### src/rtl/idex_pipe_reg.sv
// ID/EX pipeline register: valid/ready handshake, stall hold, flush and load-use bubble insertion.
// One cycle of latency; a downstream stall or a pending load-use hazard drops in_ready.
module idex_pipe_reg #(
  parameter int DATA_W      = 32,
  parameter int REG_W       = 5,
  parameter int WB_W        = 2,
  parameter int M_W         = 3,
  parameter int ALUOP_W     = 2,
  parameter int MEMREAD_BIT = 1,
  parameter int CNT_W       = 16
) (
  input  logic                 clk,
  input  logic                 reset,
  input  logic                 in_valid,
  output logic                 in_ready,
  input  logic [WB_W-1:0]      WB,
  input  logic [M_W-1:0]       M,
  input  logic [ALUOP_W+1:0]   EX,
  input  logic [DATA_W-1:0]    NextAdress,
  input  logic [DATA_W-1:0]    OP1,
  input  logic [DATA_W-1:0]    OP2,
  input  logic [DATA_W-1:0]    SignExt,
  input  logic [REG_W-1:0]     RS,
  input  logic [REG_W-1:0]     RT,
  input  logic [REG_W-1:0]     RD,
  input  logic                 flush,
  input  logic                 out_ready,
  output logic                 out_valid,
  output logic [WB_W-1:0]      O_WB,
  output logic [M_W-1:0]       O_M,
  output logic                 O_RegDst,
  output logic [ALUOP_W-1:0]   O_ALUop,
  output logic                 O_ALUsrc,
  output logic [DATA_W-1:0]    O_NextAdress,
  output logic [DATA_W-1:0]    O_OP1,
  output logic [DATA_W-1:0]    O_OP2,
  output logic [DATA_W-1:0]    O_SignExt,
  output logic [REG_W-1:0]     O_RS,
  output logic [REG_W-1:0]     O_RT,
  output logic [REG_W-1:0]     O_RD,
  output logic                 load_use,
  output logic [CNT_W-1:0]     bubble_cnt,
  output logic [CNT_W-1:0]     flush_cnt
);

  localparam logic [CNT_W-1:0] CNT_ONE = {{(CNT_W-1){1'b0}}, 1'b1};
  localparam logic [CNT_W-1:0] CNT_MAX = {CNT_W{1'b1}};

  logic                 r_vld;
  logic [WB_W-1:0]      r_wb;
  logic [M_W-1:0]       r_m;
  logic                 r_regdst;
  logic [ALUOP_W-1:0]   r_aluop;
  logic                 r_alusrc;
  logic [DATA_W-1:0]    r_na;
  logic [DATA_W-1:0]    r_op1;
  logic [DATA_W-1:0]    r_op2;
  logic [DATA_W-1:0]    r_se;
  logic [REG_W-1:0]     r_rs;
  logic [REG_W-1:0]     r_rt;
  logic [REG_W-1:0]     r_rd;
  logic [CNT_W-1:0]     r_bcnt;
  logic [CNT_W-1:0]     r_fcnt;

  logic w_hazard;
  logic w_stall;
  logic w_rs_match;
  logic w_rt_match;

  // $zero is never a real producer, so a held load targeting it cannot cause a hazard.
  assign w_rs_match = (RS == r_rt);
  assign w_rt_match = (RT == r_rt);
  assign w_hazard   = r_vld & r_m[MEMREAD_BIT] & (r_rt != '0) & in_valid & (w_rs_match | w_rt_match);
  assign w_stall    = r_vld & ~out_ready;

  assign load_use   = w_hazard;
  assign in_ready   = flush | (~w_hazard & ~w_stall);

  // Control fields are cleared whenever the stage goes invalid, so EX never sees stale enables.
  always_ff @(posedge clk or posedge reset) begin
    if (reset) begin
      r_vld    <= 1'b0;
      r_wb     <= '0;
      r_m      <= '0;
      r_regdst <= 1'b0;
      r_aluop  <= '0;
      r_alusrc <= 1'b0;
      r_na     <= '0;
      r_op1    <= '0;
      r_op2    <= '0;
      r_se     <= '0;
      r_rs     <= '0;
      r_rt     <= '0;
      r_rd     <= '0;
      r_bcnt   <= '0;
      r_fcnt   <= '0;
    end else if (flush) begin
      r_vld    <= 1'b0;
      r_wb     <= '0;
      r_m      <= '0;
      r_regdst <= 1'b0;
      r_aluop  <= '0;
      r_alusrc <= 1'b0;
      if (r_fcnt != CNT_MAX) r_fcnt <= r_fcnt + CNT_ONE;
    end else if (w_stall) begin
      r_vld <= r_vld;
    end else if (w_hazard) begin
      r_vld    <= 1'b0;
      r_wb     <= '0;
      r_m      <= '0;
      r_regdst <= 1'b0;
      r_aluop  <= '0;
      r_alusrc <= 1'b0;
      if (r_bcnt != CNT_MAX) r_bcnt <= r_bcnt + CNT_ONE;
    end else if (in_valid) begin
      r_vld    <= 1'b1;
      r_wb     <= WB;
      r_m      <= M;
      r_regdst <= EX[0];
      r_aluop  <= EX[ALUOP_W:1];
      r_alusrc <= EX[ALUOP_W+1];
      r_na     <= NextAdress;
      r_op1    <= OP1;
      r_op2    <= OP2;
      r_se     <= SignExt;
      r_rs     <= RS;
      r_rt     <= RT;
      r_rd     <= RD;
    end else begin
      r_vld    <= 1'b0;
      r_wb     <= '0;
      r_m      <= '0;
      r_regdst <= 1'b0;
      r_aluop  <= '0;
      r_alusrc <= 1'b0;
    end
  end

  assign out_valid    = r_vld;
  assign O_WB         = r_wb;
  assign O_M          = r_m;
  assign O_RegDst     = r_regdst;
  assign O_ALUop      = r_aluop;
  assign O_ALUsrc     = r_alusrc;
  assign O_NextAdress = r_na;
  assign O_OP1        = r_op1;
  assign O_OP2        = r_op2;
  assign O_SignExt    = r_se;
  assign O_RS         = r_rs;
  assign O_RT         = r_rt;
  assign O_RD         = r_rd;
  assign bubble_cnt   = r_bcnt;
  assign flush_cnt    = r_fcnt;

endmodule

### config.mk
export PLATFORM = sky130hd
export DESIGN_NAME = idex_pipe_reg
export DESIGN_NICKNAME = d
export VERILOG_FILES = /design/src/rtl/idex_pipe_reg.sv
export SDC_FILE = /design/constraint.sdc
export NUM_CORES = 1
export LEC_CHECK = 0
export ABC_AREA = 1
export CAP_MARGIN = 40
export CORE_AREA = 2 2 147 149
export DETAILED_ROUTE_END_ITERATION = 10
export DIE_AREA = 0 0 149 151
export PLACE_DENSITY_LB_ADDON = 0.12
export SETUP_SLACK_MARGIN = 0.5
export SLEW_MARGIN = 20
export SYNTH_ARGS = -nofsm -noshare
export SYNTH_HDL_FRONTEND = slang
export SYNTH_SLANG_ARGS = --single-unit
export TNS_END_PERCENT = 50
### constraint.sdc
create_clock -name clk -period 5.7 [get_ports clk]
set_input_delay 1.14 -clock clk [delete_from_list [all_inputs] [get_ports clk]]
set_output_delay 1.14 -clock clk [all_outputs]
set_load 0.005 [all_outputs]
==> results of run 1 <==
==> metal layers <==
layer	share of wire	up-vias	global-route usage	routed length, um
met5	0	-	0	0
met4	0.018	0	0.06095	438
met2	0.49	254	0.3599	11940
met3	0.085	25	0.07470	2100
li1	-	3628	-	-
met1	0.41	3422	0.2689	10110
==> final timing paths <==
kind | slack, ns | start | to | cells past startpoint
setup reg to reg | 2.81 | O_RT[4]$_DFFE_PP0P_ | O_OP1[21]$_DFFE_PP0P_ | 12
setup / recovery | 1.59 | in_valid | in_ready | 9
hold reg to reg | 0.47 | O_OP2[13]$_DFFE_PP0P_ | O_OP2[13]$_DFFE_PP0P_ | 2
hold / removal | 0.47 | O_OP2[13]$_DFFE_PP0P_ | O_OP2[13]$_DFFE_PP0P_ | 2
min in group asynchronous | 1.17 | reset | O_SignExt[28]$_DFFE_PP0P_ | 3
max in group asynchronous | 3.63 | reset | O_NextAdress[5]$_DFFE_PP0P_ | 4
==> stage by stage <==
step	hold WS (ns)	utilization	instance area [um2]	instances	setup WS [ns]
after global routing	0.4839	0.5872	12230	1558	1.466
after CTS	0.4740	0.5859	12200	1557	1.654
after floorplan	0.4650	-	8056	951	2.181
final	0.4678	0.5872	12230	1558	1.592
after global placement	0.4527	0.5579	11620	1524	1.674
after detailed placement	0.4574	0.5594	11650	1526	1.674
==> flip-flops by register name (all words and copies together), names as in the netlist <==
signal        count
O_RT              5
O_RD              5
O_ALUsrc          1
O_SignExt        32
flush_cnt        16
O_RS              5
O_ALUop           2
out_valid         1
bubble_cnt       16
O_WB              2
O_M               3
O_RegDst          1
O_NextAdress     32
O_OP1            32
O_OP2            32
==> logic make-up after synthesis <==
| logic type | count (synthesis) | synth area share |
|---|---|---|
| AOI/OAI and AO/OA | 15 | 0.009322 |
| xor gates and xnor gates | 29 | 0.03154 |
| adders and majority gates | 2 | 0.003107 |
| buffers and inverters | 96 | 0.05889 |
| DFF | 185 | 0.5749 |
| and+or+nand+nor | 624 | 0.3223 |
==> cell type report <==
class                      count  area (um2)
clock buffer                  19       432.9
tap                          275       344.1
timing repair buffer         352        3562
fill                        1967        8596
clock inverter                12       117.6
inverter                      45       172.7
multi-input combinational    670        2968
sequential                   185        4629
==> critical path: stages <==
cell and delay (ns):
clkdlybuf4s50_1 0.45, inv_1 0.07, nor3_1 0.30, o21ai_0 0.14, inv_1 0.18, nand2_4 0.07, inv_1 0.07, o21ai_0 0.08
clkdlybuf4s50_1 0.47
==> cell usage after synthesis, drive strengths merged (3+ instances only) <==
| cell type | count |
|---|---|
| buf | 48 |
| clkbuf | 3 |
| dfrtp | 185 |
| inv | 45 |
| nand2 | 412 |
| nand3 | 163 |
| nand4 | 4 |
| nor2 | 33 |
| nor3 | 8 |
| o21ai | 15 |
| xnor2 | 12 |
| xor2 | 17 |
==> power breakdown <==
part           internal, mW  total, mW  leakage (nW)  switching, mW
Combinational         0.514      0.852          3.34          0.338
Clock                 0.607       1.13         0.257          0.526
Sequential             1.50       1.63          2.32          0.129
Total                  2.62       3.61          5.92          0.994
==> flow_summary.json, run 1 <==
{
  "die_h_um": 151,
  "powerDensity_mw_per_mm2": 295.5,
  "start_kind": "primary input",
  "synth_edf_count": 0,
  "row_count": 53,
  "syn_inst": 951,
  "final_cell_mix": "nand2_1 (410), clkdlybuf4s50_1 (343), dfrtp_1 (185), nand3_1 (163), inv_1 (40)",
  "finalPower_mw": 3.612,
  "grt_max_degree": 186,
  "hp-class": "reg2reg",
  "drive_above_1_share": 0.03819,
  "synth-main-ff-cell": "dfrtp_1",
  "synth_top_cell_by_area": "dfrtp_1",
  "die_w_um": 149,
  "vias": 7329,
  "grt_pass1_wl_um": 38210,
  "synth_area_leaders": "dfrtp_1 (57%), nand2_1 (19%), nand3_1 (10%)",
  "drt_iter0_markers": 382,
  "clkTransAtPathRegs_ns": 0.06,
  "peakVddDrop_v": 0.0001915,
  "ios": 344,
  "tns_ns": 0,
  "routed_wirelength_um": 24590,
  "insertion_delay_ns": 0.43,
  "viasPerCell": 4.704,
  "synth_area_mm2": 0.008053,
  "io_buffers": 343,
  "cts_max_level": 4,
  "cts.repair.resized": 0,
  "period_minus_slack_ns": 4.108,
  "synth_top_area_share": 0.5749,
  "worstSetupPathType": "in2out",
  "crit_arrival_ns": 2.97,
  "cts.sink_count": 185,
  "worstMarginPinSlew_ns": 0.7204,
  "finalNetCount": 1430,
  "relSlewSlack": 0.5192,
  "syn_nets": 1110,
  "numCtsBuffers": 17,
  "die_area_mm2": 0.02250,
  "clock_path_buffers": 2,
  "synth-async-reset-ratio": 1.000,
  "cts_tree": "built",
  "fin_crit_sh": 0.7207,
  "ys_ff_latch": 185,
  "setup_viol": 0,
  "core_mm2": 0.02082,
  "cts_setup_buffers": 0,
  "firstDrtPassIters": 5,
  "dp_hpwl_um": 17000,
  "worstSetupEndpointType": "output pin",
  "synth_cell_type_count": 24,
  "cap_violations": 0,
  "skew_ns": 0.01256,
  "rsz0062_at_grt": "no",
  "cts-root-buf": "clkbuf_16",
  "ant_nets": 0,
  "cp_max_fo": 3,
  "wire_per_inst_um": 15.78,
  "grt_remaining_overflow": 0,
  "antenna_found_initial": 0,
  "hold_viol_final": 0,
  "synthToLayoutAreaGrowth_pct": 51.83,
  "yosysSeqAreaShare": 0.5749,
  "slew_viol_final": 0,
  "max_freq_ghz": 0.2434,
  "grt_usage": 0.2165,
  "finalWeightedCongestion": 0.8537,
  "syn_area_per_cell_um2": 8.468,
  "final_common_cell": "nand2_1",
  "diodes": 0,
  "total_leakage_power_nw": 5.923,
  "status": "finished, final reports clean",
  "initial_core_util": 0.3867,
  "hold_buffers": 0,
  "crit_required_ns": 4.56,
  "ys_warn_count": 0,
  "grt_pass1_vias": 7074,
  "drc_errors": 0
}
Power figures use the tool's default switching activity.
==> run 2, diff against run 1 <==
- clock period: 5.7 -> 4.3 ns (I/O delays scaled with it)
==> run 2 against run 1 <==
Via count increased by 0.31%. Global-route usage down 0.10 points. Clock skew increased by 0.0010 ns. Flip-flop and latch count stayed put. Sequential share of layout area decreased by 0.38 points. Utilization increased by 0.59 points. Wire length is 0.66% lower. Sequential power is 33% higher. Hold slack improved by 0.0017 ns. Critical path type unchanged. Critical endpoint unchanged. Highest routed layer unchanged.
==> flow_summary.json, run 2 (same netlist as run 1, synthesis figures left out) <==
{
  "routed_wirelength_um": 24430,
  "hp-start": "O_NextAdress[31]$_DFFE_PP0P_",
  "antenna_found_initial": 0,
  "worstSetupEndpointType": "output pin",
  "cts_setup_buffers": 0,
  "pwr-share-seq": 0.430,
  "finalPower_mw": 5.017,
  "numCtsBuffers": 17,
  "crit_arrival_ns": 2.69,
  "slew_viol_final": 0,
  "die_area_mm2": 0.02250,
  "ant_nets": 0,
  "wire_per_inst_um": 15.70,
  "grt_pass1_vias": 7106,
  "rsz0062_at_grt": "no",
  "hp-class": "reg2reg",
  "initial_core_util": 0.3867,
  "synthToLayoutAreaGrowth_pct": 53.36,
  "grt_remaining_overflow": 0,
  "grt_usage": 0.2154,
  "cts.sink_count": 185,
  "grt_pass1_wl_um": 38090,
  "cp_max_fo": 3,
  "tns_ns": 0,
  "finalNetCount": 1430,
  "skew_ns": 0.01361,
  "diodes": 0,
  "powerDensity_mw_per_mm2": 406.2,
  "die_h_um": 151,
  "cts_tree": "built",
  "fin_area_mm2": 0.01235,
  "worstMarginPinSlew_ns": 0.7055,
  "core_mm2": 0.02082,
  "cts_max_level": 4,
  "dp_hpwl_um": 17080,
  "grt_max_degree": 147,
  "insertion_delay_ns": 0.42,
  "relSlewSlack": 0.5297,
  "firstDrtPassIters": 4,
  "max_freq_ghz": 0.2817,
  "vias": 7352,
  "drt_iter0_markers": 321,
  "setup_viol": 0,
  "power.switching_mw": 1.307,
  "intPower_mw": 3.709,
  "holdWs_ns": 0.4695,
  "period_minus_slack_ns": 3.549,
  "die_w_um": 149,
  "dpl-instance-area_mm2": 0.01171,
  "finalWeightedCongestion": 0.8251,
  "final_common_cell": "nand2_1",
  "hold_viol_final": 0,
  "swShare": 0.2606,
  "final_cell_mix": "nand2_1 (410), clkdlybuf4s50_1 (343), dfrtp_1 (185), nand3_1 (163), inv_1 (40)",
  "clkPwrFrac": 0.343,
  "p_comb_frac": 0.227,
  "drc_errors": 0,
  "status": "finished, final reports clean",
  "path_cells": "clkdlybuf4s50_1 -> inv_1 -> nand2_1 -> nand2_1 -> nor2_1 -> nand3_1 -> nand2_1 -> nand2_4 -> inv_1 -> o21ai_0 -> clkdlybuf4s50_1",
  "row_count": 53,
  "fin_crit_sh": 0.8254,
  "peakVddDrop_v": 0.0002535,
  "clock_path_buffers": 2,
  "cts.repair.resized": 0,
  "total_leakage_power_nw": 5.984,
  "viasPerCell": 4.725,
  "worstSetupPathType": "in2out",
  "io_buffers": 343,
  "critPathSlowestCell": "clkdlybuf4s50_1",
  "critPathLaunch": "RT[4]",
  "crit_top_cell": "nand2_1",
  "drive_above_1_share": 0.03825,
  "cts-root-buf": "clkbuf_16",
  "clkTransAtPathRegs_ns": 0.07,
  "cp_slowest_stage_delay_ns": 0.55,
  "r2r_start": "O_RT[4]$_DFFE_PP0P_",
  "crit_required_ns": 3.44,
  "cap_violations": 0,
  "hold_buffers": 0,
  "start_kind": "primary input",
  "ios": 344
}
run 2: cell count changes in the layout (fill, tap and decap cells not counted), sizes merged:
cell,delta
clkinvlp,-2
clkinv,-2
clkbuf,-2
bufinv,+4
run 2: stage by stage:
| stage | setup slack (ns) | utilization | std cells |
|---|---|---|---|
| floorplan | 1.061 | - | 951 |
| global placement | 0.7444 | 0.5611 | 1526 |
| detailed placement | 0.7541 | 0.5624 | 1527 |
| CTS | 0.7267 | 0.5931 | 1556 |
| global route | 0.5201 | 0.5931 | 1556 |
| finish | 0.7506 | 0.5931 | 1556 |
run 2: area by class of cell:
class                           count  area [um2]
Fill cell                        1928        8473
Sequential cell                   185        4629
Timing Repair Buffer              352        3596
Multi-Input combinational cell    670        2968
Clock buffer                       17       425.4
Tap cell                          275       344.1
Clock inverter                     12       214.0
Inverter                           45       172.7
run 2: routing by layer:
metal  wire length [um]  track usage
met1              10030       0.2594
met2              11930       0.3671
met3               1933      0.06627
met4                534      0.07524
met5                  0            0
run 2: path summary, 6_finish.rpt:
kind	endpoint	slack (ns)	cells past startpoint
min reg2reg	O_NextAdress[31]$_DFFE_PP0P_	0.47	2
min in group asynchronous	O_SignExt[30]$_DFFE_PP0P_	0.90	2
max in group asynchronous	O_OP2[6]$_DFFE_PP0P_	2.72	3
max	in_ready	0.75	11
max reg2reg	O_RS[3]$_DFFE_PP0P_	1.69	12
min	O_NextAdress[31]$_DFFE_PP0P_	0.47	2
run 2: power groups by stage:
stage	registers (mW)	clock network, mW	logic (mW)
after floorplan	2.19	0	0.357
after global placement	2.18	0	1.14
after detailed placement	2.18	0	1.16
after CTS	2.16	1.76	1.16
after global routing	2.19	1.84	1.26
final	2.16	1.72	1.14
run 2: critical path, delay by kind of cell:
kind / cells / cell delay [ns]
buffers and inverters: 4 / 1.13
AO/OA/AOI/OAI: 1 / 0.22
AND/OR/NAND/NOR: 6 / 0.47
==> run 3, diff against run 2 <==
- clock period: 4.3 -> 3 ns (I/O delays scaled with it)
==> run 3 against run 2 <==
Clock-buffer cell count increased by 1. Critical path depth increased by 7. Via count rose by 0.67%. Power up 43%. Clock power rose by 41%.
==> flow_summary.json, run 3 (same netlist as run 1, synthesis figures left out) <==
{
  "status": "finished, final reports clean",
  "clock_path_buffers": 2,
  "slew_viol_final": 0,
  "max_freq_ghz": 0.4103,
  "skew_ns": 0.01317,
  "vias": 7401,
  "ios": 344,
  "cts-root-buf": "clkbuf_16",
  "hold_viol_final": 0,
  "firstDrtPassIters": 5,
  "drt_iter0_markers": 345,
  "cp.buffers_inverters": 12,
  "multi_input_area_mm2": 0.003002,
  "die_h_um": 151,
  "cts_tree": "built",
  "period_minus_slack_ns": 2.437,
  "crit_required_ns": 3.32,
  "finalWeightedCongestion": 0.8193,
  "cts.sink_count": 185,
  "initial_core_util": 0.3867,
  "powerDensity_mw_per_mm2": 570.9,
  "final_core_util": 0.6018,
  "synthToLayoutAreaGrowth_pct": 55.61,
  "cp_slowest_stage_delay_ns": 0.44,
  "final_cell_mix": "nand2_1 (409), clkdlybuf4s50_1 (332), dfrtp_1 (182), nand3_1 (162), inv_1 (37)",
  "path_delay_family": "buffers and inverters",
  "core_mm2": 0.02082,
  "die_area_mm2": 0.02250,
  "dp_cells": 1530,
  "io_buffers": 343,
  "hp-class": "in2async",
  "insertion_delay_ns": 0.42,
  "antenna_found_initial": 1,
  "grt_max_degree": 147,
  "tns_ns": 0,
  "finalPower_mw": 7.154,
  "regArea_mm2": 0.004633,
  "peakVddDrop_v": 0.0003682,
  "fin_crit_sh": 0.8124,
  "final_common_cell": "nand2_1",
  "ant_nets": 0,
  "cts_max_level": 4,
  "setup_viol": 0,
  "crit_top_cell": "buf_4",
  "clkTransAtPathRegs_ns": 0.07,
  "routed_wirelength_um": 24660,
  "grt_pass1_vias": 7135,
  "critPathSlowestCell": "dfrtp_1",
  "dp_hpwl_um": 16900,
  "finalNetCount": 1449,
  "rsz0062_at_grt": "yes",
  "worstMarginPinSlew_ns": 0.6844,
  "worstSetupPathType": "reg2reg",
  "viasPerCell": 4.693,
  "cp_max_fo": 8,
  "cap_violations": 0,
  "path_cells": "inv_2 -> nand4_1 -> o21ai_1 -> inv_1 -> buf_4 -> buf_4 -> buf_4 -> buf_4 -> buf_4 -> buf_4 -> buf_4 -> buf_4 -> buf_4 -> nand3_4 -> nor2_4 -> buf_4 -> nand2_1 -> nand2_1",
  "crit_arrival_ns": 2.75,
  "start_kind": "register",
  "row_count": 53,
  "grt_usage": 0.2144,
  "fill_cells": 1881,
  "stdcell_count": 1577,
  "wire_per_inst_um": 15.63,
  "relSlewSlack": 0.5437,
  "grt_pass1_wl_um": 38010,
  "numCtsBuffers": 17,
  "worstSetupEndpointType": "register",
  "drive_above_1_share": 0.06072,
  "die_w_um": 149,
  "drc_errors": 0,
  "hold_buffers": 0,
  "grt_remaining_overflow": 0,
  "total_leakage_power_nw": 6.137
}
## run 3: metal layers
metal	vias to the layer above	track usage	share of wire
li1	3668	-	-
met5	-	0	0
met3	29	0.07380	0.091
met1	3450	0.2583	0.40
met2	254	0.3620	0.49
met4	0	0.06905	0.021
## run 3: area by class of cell
type	instances	area share
Inverter	45	0.01378
Tap cell	275	0.02746
Clock inverter	12	0.01508
Sequential cell	185	0.3697
Timing Repair Buffer	371	0.2992
Antenna cell	1	0.0001997
Clock buffer	18	0.03505
Multi-Input combinational cell	670	0.2395
## run 3: worst paths after layout
path	from	to	slack, ns	cells after the start
worst max-delay path	O_RT[2]$_DFFE_PP0P_	bubble_cnt[5]$_DFFE_PP0P_	0.56	18
max in group asynchronous	reset	O_NextAdress[1]$_DFFE_PP0P_	1.81	3
worst max register to register	O_RT[2]$_DFFE_PP0P_	bubble_cnt[5]$_DFFE_PP0P_	0.56	18
worst min-delay path	reset	O_OP1[1]$_DFFE_PP0P_	0.45	2
worst min register to register	O_SignExt[2]$_DFFE_PP0P_	O_SignExt[2]$_DFFE_PP0P_	0.47	2
min in group clk	O_SignExt[2]$_DFFE_PP0P_	O_SignExt[2]$_DFFE_PP0P_	0.47	2
## run 3: where the power goes
part	switching, mW	internal, mW	total (mW)
Combinational	0.650	0.995	1.65
Clock	0.994	1.43	2.42
Sequential	0.241	2.85	3.09
## run 3: worst register-to-register path: cells and delay by family, from the launching register on
family | cells | cell delay (ns)
buffers and inverters | 12 | 1.42
AOI/OAI and AO/OA | 1 | 0.13
DFF | 1 | 0.44
and+or+nand+nor | 5 | 0.33
## run 3: through the flow
stage	area [um2]	hold slack (ns)	setup slack, ns
after floorplan	8056	0.4650	0.02148
after global placement	11730	0.4525	0.1282
after detailed placement	11730	0.4574	0.1081
after CTS	12430	0.4357	0.4434
after global routing	12530	0.4507	0.4570
final	12530	0.4467	0.5629
## run 3: what timing repair did
| action | 4_1_cts | 5_1_grt |
|---|---|---|
| pin swaps | 3 | 6 |
| setup endpoints to repair | 2 | 51 |
| resized for setup | 9 | 22 |
| gates cloned | 0 | 1 |
| buffers inserted | 9 | 6 |
